===== config.mk =====
export PLATFORM = sky130hd
export DESIGN_NAME = ysyx_23060025_axi_arbiter_flat
export DESIGN_NICKNAME = d
export VERILOG_FILES = /design/src/rtl/ysyx_23060025_axi_arbiter_pkg.sv /design/src/rtl/ysyx_23060025_axi_arbiter_if.sv /design/src/rtl/ysyx_23060025_axi_arbiter.sv /design/src/flat_wrapper.sv
export SDC_FILE = /design/constraint.sdc
export NUM_CORES = 1
export LEC_CHECK = 0
export CAP_MARGIN = 20
export CORE_AREA = 2 2 142 144
export DETAILED_ROUTE_END_ITERATION = 12
export DIE_AREA = 0 0 144 146
export PLACE_DENSITY_LB_ADDON = 0.2
export SYNTH_ARGS = -nofsm -noshare
export SYNTH_HDL_FRONTEND = slang
export SYNTH_SLANG_ARGS = --single-unit

===== constraint.sdc =====
create_clock -name clk -period 1.3 [get_ports clk]
set_input_delay 0.325 -clock clk [delete_from_list [all_inputs] [get_ports clk]]
set_output_delay 0.325 -clock clk [all_outputs]
set_load 0.02 [all_outputs]

===== src/rtl/ysyx_23060025_axi_arbiter_pkg.sv =====
// ysyx_23060025_axi_arbiter_pkg: arbiter state encodings, AXI response codes and grant priority
// Exports: IDLE/IFU_RD/LSU_RD/LSU_WR state codes, RESP_* response codes, grant() next-owner function
package ysyx_23060025_axi_arbiter_pkg;
  typedef logic [1:0] state_t;
  localparam logic [1:0] IDLE   = 2'd0;
  localparam logic [1:0] IFU_RD = 2'd1;
  localparam logic [1:0] LSU_RD = 2'd2;
  localparam logic [1:0] LSU_WR = 2'd3;
  localparam logic [1:0] RESP_OKAY   = 2'b00;
  localparam logic [1:0] RESP_EXOKAY = 2'b01;
  localparam logic [1:0] RESP_SLVERR = 2'b10;
  localparam logic [1:0] RESP_DECERR = 2'b11;
  // An IFU that lost the previous round to the LSU goes first; otherwise writes beat reads.
  function automatic state_t grant(input logic last_lsu, input logic ifu_v, input logic aw_v, input logic ar_v);
    return last_lsu & ifu_v ? IFU_RD : aw_v ? LSU_WR : ar_v ? LSU_RD : ifu_v ? IFU_RD : IDLE;
  endfunction
endpackage


===== src/rtl/ysyx_23060025_axi_arbiter_if.sv =====
// ysyx_23060025_axi_arbiter_if: AXI4-Lite channel bundle (AR/R/AW/W/B)
// Modports: master drives requests, slave answers them, rd_slave is the read-only answering side
interface ysyx_23060025_axi_arbiter_if #(
  parameter int ADDR_LEN = 32,
  parameter int DATA_LEN = 32
);
  logic [ADDR_LEN-1:0]   ar_addr;
  logic                  ar_valid;
  logic                  ar_ready;
  logic [DATA_LEN-1:0]   r_data;
  logic [1:0]            r_resp;
  logic                  r_valid;
  logic                  r_ready;
  logic [ADDR_LEN-1:0]   aw_addr;
  logic                  aw_valid;
  logic                  aw_ready;
  logic [DATA_LEN-1:0]   w_data;
  logic [DATA_LEN/8-1:0] w_strb;
  logic                  w_valid;
  logic                  w_ready;
  logic [1:0]            b_resp;
  logic                  b_valid;
  logic                  b_ready;
  modport master (
    output ar_addr, ar_valid, r_ready, aw_addr, aw_valid, w_data, w_strb, w_valid, b_ready,
    input  ar_ready, r_data, r_resp, r_valid, aw_ready, w_ready, b_resp, b_valid
  );
  modport slave (
    input  ar_addr, ar_valid, r_ready, aw_addr, aw_valid, w_data, w_strb, w_valid, b_ready,
    output ar_ready, r_data, r_resp, r_valid, aw_ready, w_ready, b_resp, b_valid
  );
  modport rd_slave (
    input  ar_addr, ar_valid, r_ready,
    output ar_ready, r_data, r_resp, r_valid
  );
endinterface


===== src/rtl/ysyx_23060025_axi_arbiter.sv =====
// ysyx_23060025_axi_arbiter: 2-master (IFU read-only, LSU read/write) to 1-slave AXI4-Lite arbiter
// Ports: clk, rstn (async active-low); ifu = IFU AR/R, lsu = LSU AR/R/AW/W/B, m = slave-facing channels
module ysyx_23060025_axi_arbiter
  import ysyx_23060025_axi_arbiter_pkg::*;
#(
  parameter int ADDR_LEN = 32,
  parameter int DATA_LEN = 32
) (
  input logic clk,
  input logic rstn,
  ysyx_23060025_axi_arbiter_if.rd_slave ifu,
  ysyx_23060025_axi_arbiter_if.slave    lsu,
  ysyx_23060025_axi_arbiter_if.master   m
);
  logic [1:0] state, state_n;
  logic last_lsu, last_n, g_ifu, g_lrd, g_lwr;
  assign g_ifu = state == IFU_RD;
  assign g_lrd = state == LSU_RD;
  assign g_lwr = state == LSU_WR;
  // Readies are gated by ownership, so a completed handshake can only come from the owner's channel.
  assign state_n = state == IDLE ? grant(last_lsu, ifu.ar_valid, lsu.aw_valid, lsu.ar_valid)
                 : (m.r_valid & m.r_ready) | (m.b_valid & m.b_ready) ? IDLE : state;
  assign last_n = state == IDLE && state_n != IDLE ? state_n != IFU_RD : last_lsu;
  always_ff @(posedge clk or negedge rstn)
    if (!rstn) begin
      state    <= IDLE;
      last_lsu <= 1'b0;
    end else begin
      state    <= state_n;
      last_lsu <= last_n;
    end
  assign m.ar_addr  = {ADDR_LEN{g_ifu}} & ifu.ar_addr | {ADDR_LEN{g_lrd}} & lsu.ar_addr;
  assign m.ar_valid = g_ifu & ifu.ar_valid | g_lrd & lsu.ar_valid;
  assign m.r_ready  = g_ifu & ifu.r_ready | g_lrd & lsu.r_ready;
  assign ifu.ar_ready = g_ifu & m.ar_ready;
  assign ifu.r_data   = {DATA_LEN{g_ifu}} & m.r_data;
  assign ifu.r_resp   = {2{g_ifu}} & m.r_resp;
  assign ifu.r_valid  = g_ifu & m.r_valid;
  assign lsu.ar_ready = g_lrd & m.ar_ready;
  assign lsu.r_data   = {DATA_LEN{g_lrd}} & m.r_data;
  assign lsu.r_resp   = {2{g_lrd}} & m.r_resp;
  assign lsu.r_valid  = g_lrd & m.r_valid;
  assign m.aw_addr  = {ADDR_LEN{g_lwr}} & lsu.aw_addr;
  assign m.aw_valid = g_lwr & lsu.aw_valid;
  assign m.w_data   = {DATA_LEN{g_lwr}} & lsu.w_data;
  assign m.w_strb   = {(DATA_LEN/8){g_lwr}} & lsu.w_strb;
  assign m.w_valid  = g_lwr & lsu.w_valid;
  assign m.b_ready  = g_lwr & lsu.b_ready;
  assign lsu.aw_ready = g_lwr & m.aw_ready;
  assign lsu.w_ready  = g_lwr & m.w_ready;
  assign lsu.b_resp   = {2{g_lwr}} & m.b_resp;
  assign lsu.b_valid  = g_lwr & m.b_valid;
endmodule


===== src/flat_wrapper.sv =====
// flat-port wrapper written by rule: the top's interface ports become plain ports
module ysyx_23060025_axi_arbiter_flat import ysyx_23060025_axi_arbiter_pkg::*;
#(
  parameter int ADDR_LEN = 32,
  parameter int DATA_LEN = 32
)
  (clk, rstn, ifu_ar_addr, ifu_ar_valid, ifu_r_ready, ifu_ar_ready, ifu_r_data, ifu_r_resp, ifu_r_valid, lsu_ar_addr, lsu_ar_valid, lsu_r_ready, lsu_aw_addr, lsu_aw_valid, lsu_w_data, lsu_w_strb, lsu_w_valid, lsu_b_ready, lsu_ar_ready, lsu_r_data, lsu_r_resp, lsu_r_valid, lsu_aw_ready, lsu_w_ready, lsu_b_resp, lsu_b_valid, m_ar_addr, m_ar_valid, m_r_ready, m_aw_addr, m_aw_valid, m_w_data, m_w_strb, m_w_valid, m_b_ready, m_ar_ready, m_r_data, m_r_resp, m_r_valid, m_aw_ready, m_w_ready, m_b_resp, m_b_valid);
  ysyx_23060025_axi_arbiter_if #(.ADDR_LEN(ADDR_LEN), .DATA_LEN(DATA_LEN)) ifu_i ();
  ysyx_23060025_axi_arbiter_if #(.ADDR_LEN(ADDR_LEN), .DATA_LEN(DATA_LEN)) lsu_i ();
  ysyx_23060025_axi_arbiter_if #(.ADDR_LEN(ADDR_LEN), .DATA_LEN(DATA_LEN)) m_i ();
  input logic clk;
  input logic rstn;
  input wire logic [$bits(ifu_i.ar_addr)-1:0] ifu_ar_addr;
  input wire logic [$bits(ifu_i.ar_valid)-1:0] ifu_ar_valid;
  input wire logic [$bits(ifu_i.r_ready)-1:0] ifu_r_ready;
  output wire logic [$bits(ifu_i.ar_ready)-1:0] ifu_ar_ready;
  output wire logic [$bits(ifu_i.r_data)-1:0] ifu_r_data;
  output wire logic [$bits(ifu_i.r_resp)-1:0] ifu_r_resp;
  output wire logic [$bits(ifu_i.r_valid)-1:0] ifu_r_valid;
  input wire logic [$bits(lsu_i.ar_addr)-1:0] lsu_ar_addr;
  input wire logic [$bits(lsu_i.ar_valid)-1:0] lsu_ar_valid;
  input wire logic [$bits(lsu_i.r_ready)-1:0] lsu_r_ready;
  input wire logic [$bits(lsu_i.aw_addr)-1:0] lsu_aw_addr;
  input wire logic [$bits(lsu_i.aw_valid)-1:0] lsu_aw_valid;
  input wire logic [$bits(lsu_i.w_data)-1:0] lsu_w_data;
  input wire logic [$bits(lsu_i.w_strb)-1:0] lsu_w_strb;
  input wire logic [$bits(lsu_i.w_valid)-1:0] lsu_w_valid;
  input wire logic [$bits(lsu_i.b_ready)-1:0] lsu_b_ready;
  output wire logic [$bits(lsu_i.ar_ready)-1:0] lsu_ar_ready;
  output wire logic [$bits(lsu_i.r_data)-1:0] lsu_r_data;
  output wire logic [$bits(lsu_i.r_resp)-1:0] lsu_r_resp;
  output wire logic [$bits(lsu_i.r_valid)-1:0] lsu_r_valid;
  output wire logic [$bits(lsu_i.aw_ready)-1:0] lsu_aw_ready;
  output wire logic [$bits(lsu_i.w_ready)-1:0] lsu_w_ready;
  output wire logic [$bits(lsu_i.b_resp)-1:0] lsu_b_resp;
  output wire logic [$bits(lsu_i.b_valid)-1:0] lsu_b_valid;
  output wire logic [$bits(m_i.ar_addr)-1:0] m_ar_addr;
  output wire logic [$bits(m_i.ar_valid)-1:0] m_ar_valid;
  output wire logic [$bits(m_i.r_ready)-1:0] m_r_ready;
  output wire logic [$bits(m_i.aw_addr)-1:0] m_aw_addr;
  output wire logic [$bits(m_i.aw_valid)-1:0] m_aw_valid;
  output wire logic [$bits(m_i.w_data)-1:0] m_w_data;
  output wire logic [$bits(m_i.w_strb)-1:0] m_w_strb;
  output wire logic [$bits(m_i.w_valid)-1:0] m_w_valid;
  output wire logic [$bits(m_i.b_ready)-1:0] m_b_ready;
  input wire logic [$bits(m_i.ar_ready)-1:0] m_ar_ready;
  input wire logic [$bits(m_i.r_data)-1:0] m_r_data;
  input wire logic [$bits(m_i.r_resp)-1:0] m_r_resp;
  input wire logic [$bits(m_i.r_valid)-1:0] m_r_valid;
  input wire logic [$bits(m_i.aw_ready)-1:0] m_aw_ready;
  input wire logic [$bits(m_i.w_ready)-1:0] m_w_ready;
  input wire logic [$bits(m_i.b_resp)-1:0] m_b_resp;
  input wire logic [$bits(m_i.b_valid)-1:0] m_b_valid;
  assign ifu_i.ar_addr = ifu_ar_addr;
  assign ifu_i.ar_valid = ifu_ar_valid;
  assign ifu_i.r_ready = ifu_r_ready;
  assign ifu_ar_ready = ifu_i.ar_ready;
  assign ifu_r_data = ifu_i.r_data;
  assign ifu_r_resp = ifu_i.r_resp;
  assign ifu_r_valid = ifu_i.r_valid;
  assign lsu_i.ar_addr = lsu_ar_addr;
  assign lsu_i.ar_valid = lsu_ar_valid;
  assign lsu_i.r_ready = lsu_r_ready;
  assign lsu_i.aw_addr = lsu_aw_addr;
  assign lsu_i.aw_valid = lsu_aw_valid;
  assign lsu_i.w_data = lsu_w_data;
  assign lsu_i.w_strb = lsu_w_strb;
  assign lsu_i.w_valid = lsu_w_valid;
  assign lsu_i.b_ready = lsu_b_ready;
  assign lsu_ar_ready = lsu_i.ar_ready;
  assign lsu_r_data = lsu_i.r_data;
  assign lsu_r_resp = lsu_i.r_resp;
  assign lsu_r_valid = lsu_i.r_valid;
  assign lsu_aw_ready = lsu_i.aw_ready;
  assign lsu_w_ready = lsu_i.w_ready;
  assign lsu_b_resp = lsu_i.b_resp;
  assign lsu_b_valid = lsu_i.b_valid;
  assign m_ar_addr = m_i.ar_addr;
  assign m_ar_valid = m_i.ar_valid;
  assign m_r_ready = m_i.r_ready;
  assign m_aw_addr = m_i.aw_addr;
  assign m_aw_valid = m_i.aw_valid;
  assign m_w_data = m_i.w_data;
  assign m_w_strb = m_i.w_strb;
  assign m_w_valid = m_i.w_valid;
  assign m_b_ready = m_i.b_ready;
  assign m_i.ar_ready = m_ar_ready;
  assign m_i.r_data = m_r_data;
  assign m_i.r_resp = m_r_resp;
  assign m_i.r_valid = m_r_valid;
  assign m_i.aw_ready = m_aw_ready;
  assign m_i.w_ready = m_w_ready;
  assign m_i.b_resp = m_b_resp;
  assign m_i.b_valid = m_b_valid;
  ysyx_23060025_axi_arbiter #(.ADDR_LEN(ADDR_LEN), .DATA_LEN(DATA_LEN)) u_core (.clk(clk), .rstn(rstn), .ifu(ifu_i), .lsu(lsu_i), .m(m_i));
endmodule

### Yosys cells after proc, flatten, opt, wreduce, memory -nomap -nowiden

Cells that the tools add are included.

| word-level totals | value |
|---|---|
| memories | 0 |
| memory bits (writable) | 0 |
| register bits | 3 |
| memory bits (read-only) | 0 |
| latch bits | 0 |
| word-level logic and storage cells | 46 |
| bits of input ports | 182 |

| operators by class | value |
|---|---|
| muxes and demuxes | 6 |
| bitwise logic cells | 31 |
| add/subtract/negate cells | 0 |
| shift operators | 0 |
| order comparisons | 0 |
| divide/modulo/power cells | 0 |
| equality and inequality tests | 4 |
| reduce and logical (&&, ||, !) cells | 3 |
| $mul | 0 |

Operators by type and width:

| operator | number |
|---|---|
| AND 32 bit | 6 |
| OR 32 bit | 1 |
| AND 1 bit | 17 |
| 2-to-1 mux 2 bit | 5 |
| AND 2 bit | 3 |
| AND 4 bit | 1 |
| == test 2 bit (second input constant) | 2 |
| OR 1 bit | 3 |
| == test 2 x 1 -> 1 bit (second input constant) | 1 |
| logical NOT 2 bit | 1 |
| != test 2 x 1 -> 1 bit (second input constant) | 1 |
| nonzero test 2 bit | 1 |
| logical AND 1 bit | 1 |
| 2-to-1 mux 1 bit | 1 |

### Depth between registers and ports, before layout

| depth | value |
|---|---|
| word-level depth | 9 |
| depth in mapped cells | 6 |

### Least setup slack after synthesis

OpenSTA, ideal clock, no wires.

| timing path | value |
|---|---|
| path kind | reg2out |
| from | register u_core.state[1] |
| to | output m_r_ready |
| cell stages (with the launch flop) | 7 |
| slack | -217 ps |
| arrival time | 1192 ps |
| path through | dfrtp_1 > buf_2 > and2b_1 > buf_6 > buf_6 > nand2_1 > o21ai_0 |

| between the ends | value |
|---|---|
| word-level cells in the longest chain between the ends | 3 |
| elaborated cells between the ends (all ways) | 5 |
| classes of those cells | eq/ne: 2; bitwise: 3 |

RTL lines:

| what | RTL line | text |
|---|---|---|
| start, declared | ysyx_23060025_axi_arbiter.sv:15 | `logic [1:0] state, state_n;` |
| start signal, assigned | ysyx_23060025_axi_arbiter.sv:29 | `state <= state_n;` |
| == test 2 x 1 -> 1 bit / == test 2 bit (equally long branches) | ysyx_23060025_axi_arbiter.sv:17, ysyx_23060025_axi_arbiter.sv:18 |  |
| AND 1 bit | ysyx_23060025_axi_arbiter.sv:34 | `assign m.r_ready = g_ifu & ifu.r_ready \| g_lrd & lsu.r_ready;` |
| OR 1 bit (*) | ysyx_23060025_axi_arbiter.sv:34 |  |
| end, declared | flat_wrapper.sv:39 | `output wire logic [$bits(m_i.r_ready)-1:0] m_r_ready;` |

Mark *: on every way between the ends. The rest lies on a longest branch, timed or not.

### Worst setup path in the final report

| timing path | value |
|---|---|
| from | register u_core.state[0] |
| to | output m_ar_addr[28] |

| between the ends | value |
|---|---|
| word-level cells in the longest chain between the ends | 3 |
| elaborated cells between the ends (all ways) | 5 |
| classes of those cells | eq/ne: 2; bitwise: 3 |

RTL lines:

| what | RTL line | text |
|---|---|---|
| == test 2 x 1 -> 1 bit / == test 2 bit (equally long branches) | ysyx_23060025_axi_arbiter.sv:17, ysyx_23060025_axi_arbiter.sv:18 |  |
| AND 32 bit | ysyx_23060025_axi_arbiter.sv:32 | `assign m.ar_addr = {ADDR_LEN{g_ifu}} & ifu.ar_addr \| {ADDR_LEN{g_lrd}} & lsu.ar_addr;` |
| OR 32 bit (*) | ysyx_23060025_axi_arbiter.sv:32 |  |
| end, declared | flat_wrapper.sv:37 | `output wire logic [$bits(m_i.ar_addr)-1:0] m_ar_addr;` |

Marks and branches as above.

==> metrics <==
# fillers=1988; layout cells sized above 1=0.5491; total power=11.14 mW; Slew HR=0.8393; H-tree depth=1; total wire length=14.38 mm; Root Driver=clkbuf_16; RR Startpoint=u_core.state[1]; Final WS setup=-0.5652 ns; Rows=51; Reg power frac=0.016; per-cell routed wire length=16.23 um; DP HPWL=10.70 mm; CTS buffer count=3; final layout net count=804; multi-input logic area=0.001724 mm^2; Final Cell Area=0.006601 mm^2; area leader, netlist=and3_1; pin count of the biggest net entering global routing=64; Setup WS pre-CTS=-0.7475 ns; worst path arrival time=1.54 ns; I/O pin cnt=364; Max Slew Vio Count=0; VDD IR max=0.6441 mV; Mapped Nets=421; initial drt markers=46; register-to-register setup slack=0.04 ns; synthesized instance count=239; NetSw=4.821 mW; Switching Share=0.4328; FF/Latch Area=77.57 um^2; DR WL met2=8.051 mm; number of max-cap violations=0; Final period util=1.435; Crit. End Element=output pin; top sig layer=met4; P&R area growth vs syn=309.9%; initial core utilization=0.08328; routed wl met3=1.456 mm; clk_lat worst skew=0.22 ns; RSZ-0062 raised after global routing=yes; antenna violations before repair=0; n_diodes=0; YS warnings=0; WS Path Type=reg2out; CP max FO=5; Leakage=3.181 nW; top achievable clock speed=0.5361 GHz; IO buf count=363; clock buffer depth=2; outcome=finished with violations; first-pass GRT wire length=19.65 mm; die area=0.02102 mm^2; Final TNS setup=-78.55 ns; Via density=3.813; number of global-route vias before repair=3607; Final Hold Fails=0; Power Internal=6.318 mW; synth unique cells=22; final setup violation count=182; CORE AREA=0.01933 mm^2; Syn Std Cell Area=0.001610 mm^2; Crit path required time=0.98 ns; synthesized flop and latch total=3; Area contributors post-synth=and3_1 30%, and2_1 28%, a22o_1 18%; Reg2Reg Depth=4; Final GP Congestion=0.7645; PD cells=1687 mW/mm^2; Final Skew=0.0008497 ns; Die Height=146 um; placed cell area=0.005995 mm^2; violated checks=negative setup slack; most frequent cells in the layout=179 x clkdlybuf4s50_1, 100 x buf_6, 72 x and2_4, 67 x and3_1, 38 x buf_2; startpoint types=flip-flop; Die Width=144 um; Final min period=1.865 ns; grt ovf=0; reg2reg end=u_core.last_lsu; routed via count=3378; post-synth top area share=0.2953; CTS sink cnt=3; Final Util=0.3414; drt pass-1 iters=4; global-route total usage across every layer=0.1207; Worst Tran Pin Value=0.2392 ns; commonest non-fill, non-tap cell in the layout=clkdlybuf4s50_1; DRC Markers=0; Avg Inst Size Synth=6.738 um^2; hold crit path type=in2async; clock share of power=0.043; M1 wire length=4.722 mm; Seq/Total Area, Yosys=0.04662; CTS clk-pin slew, worst paths=0.03 ns; number of routed nets with antenna violations=0; Comb power frac=0.941; CTS tree=done
==> worst max-delay path, cell delays in order (launching register included) <==
cell and delay [ns]:
dfrtp_2 0.40, nor2b_4 0.14, buf_12 0.13, buf_12 0.13, buf_16 0.14, a22o_4 0.24, buf_6 0.13
==> flip-flops by register name, summed over array words and instances, names as in the netlist <==
name,count
u_core.state,2
u_core.last_lsu,1
==> metrics by stage <==
step / hold WS (ns) / instances
floorplan: 0.02941 / 239
global placement: 0.5244 / 854
detailed placement: 0.5161 / 854
CTS: 0.2960 / 878
global route: 0.3016 / 886
finish: 0.2913 / 886
==> cells in the mapped netlist <==
| master | n |
|---|---|
| a22o_1 | 33 |
| nand2b_1 | 1 |
| buf_6 | 9 |
| inv_1 | 1 |
| nand2_1 | 6 |
| nor3_1 | 1 |
| o32a_1 | 1 |
| clkbuf_1 | 18 |
| and2_1 | 72 |
| nor2b_1 | 1 |
| o211ai_1 | 1 |
| a21oi_1 | 2 |
| nor2_1 | 1 |
| buf_2 | 6 |
| and2b_1 | 1 |
| a211oi_1 | 1 |
| nand3_1 | 1 |
| buf_4 | 1 |
| and3_1 | 76 |
| dfrtp_1 | 3 |
| o2bb2ai_1 | 1 |
| o21ai_0 | 2 |
==> worst max-delay path by stage <==
stage	startpoint	endpoint	slack (ns)	cells past startpoint
3_5_place_dp	u_core.state[0]	m_ar_addr[9]	-0.75	4
4_1_cts	u_core.state[0]	m_ar_addr[28]	-0.57	6
3_3_place_gp	m_r_valid	ifu_r_valid	-0.75	3
2_1_floorplan	u_core.state[1]	m_ar_addr[0]	-0.19	5
6_report	u_core.state[0]	m_ar_addr[28]	-0.57	6
5_1_grt	u_core.state[0]	m_ar_addr[14]	-0.60	6
==> power by group through the flow <==
| stage | registers [mW] | logic [mW] | clock network (mW) |
|---|---|---|---|
| floorplan | 0.158 | 4.97 | 0 |
| global placement | 0.175 | 8.71 | 0 |
| detailed placement | 0.175 | 8.73 | 0 |
| CTS | 0.175 | 10.0 | 0.490 |
| global route | 0.183 | 11.0 | 0.506 |
| finish | 0.174 | 10.5 | 0.484 |
==> repair_timing <==
action,in CTS,in global routing
endpoints found under the hold margin,0,0
pin swaps,14,6
endpoints found under the setup margin,184,185
cloned,10,6
hold buffers,0,0
resized for setup,884,41
setup buffers,10,3
==> kinds of logic (layout without fill, tap and decap cells) <==
logic type             after synthesis  in the layout  share of synthesized area
AOI/OAI and AO/OA                   41             41                     0.2129
buffers and inverters               35            417                     0.1305
DFF                                  3              3                    0.04662
and+or+nand+nor                    160            160                     0.6099
==> routing by layer <==
metal,track usage,up-vias
met3,0.03488,8
met5,0,-
met4,0.02696,0
met1,0.1102,1532
li1,-,1618
met2,0.2531,220
==> cell type report <==
type | count | share of cell area
multi-input cells | 201 | 0.2612
inverters | 1 | 0.0005686
repair buffers | 412 | 0.6643
well taps | 265 | 0.05023
clock buffers | 4 | 0.01194
flip-flops and latches | 3 | 0.01175
Power figures use the tool's default switching activity.
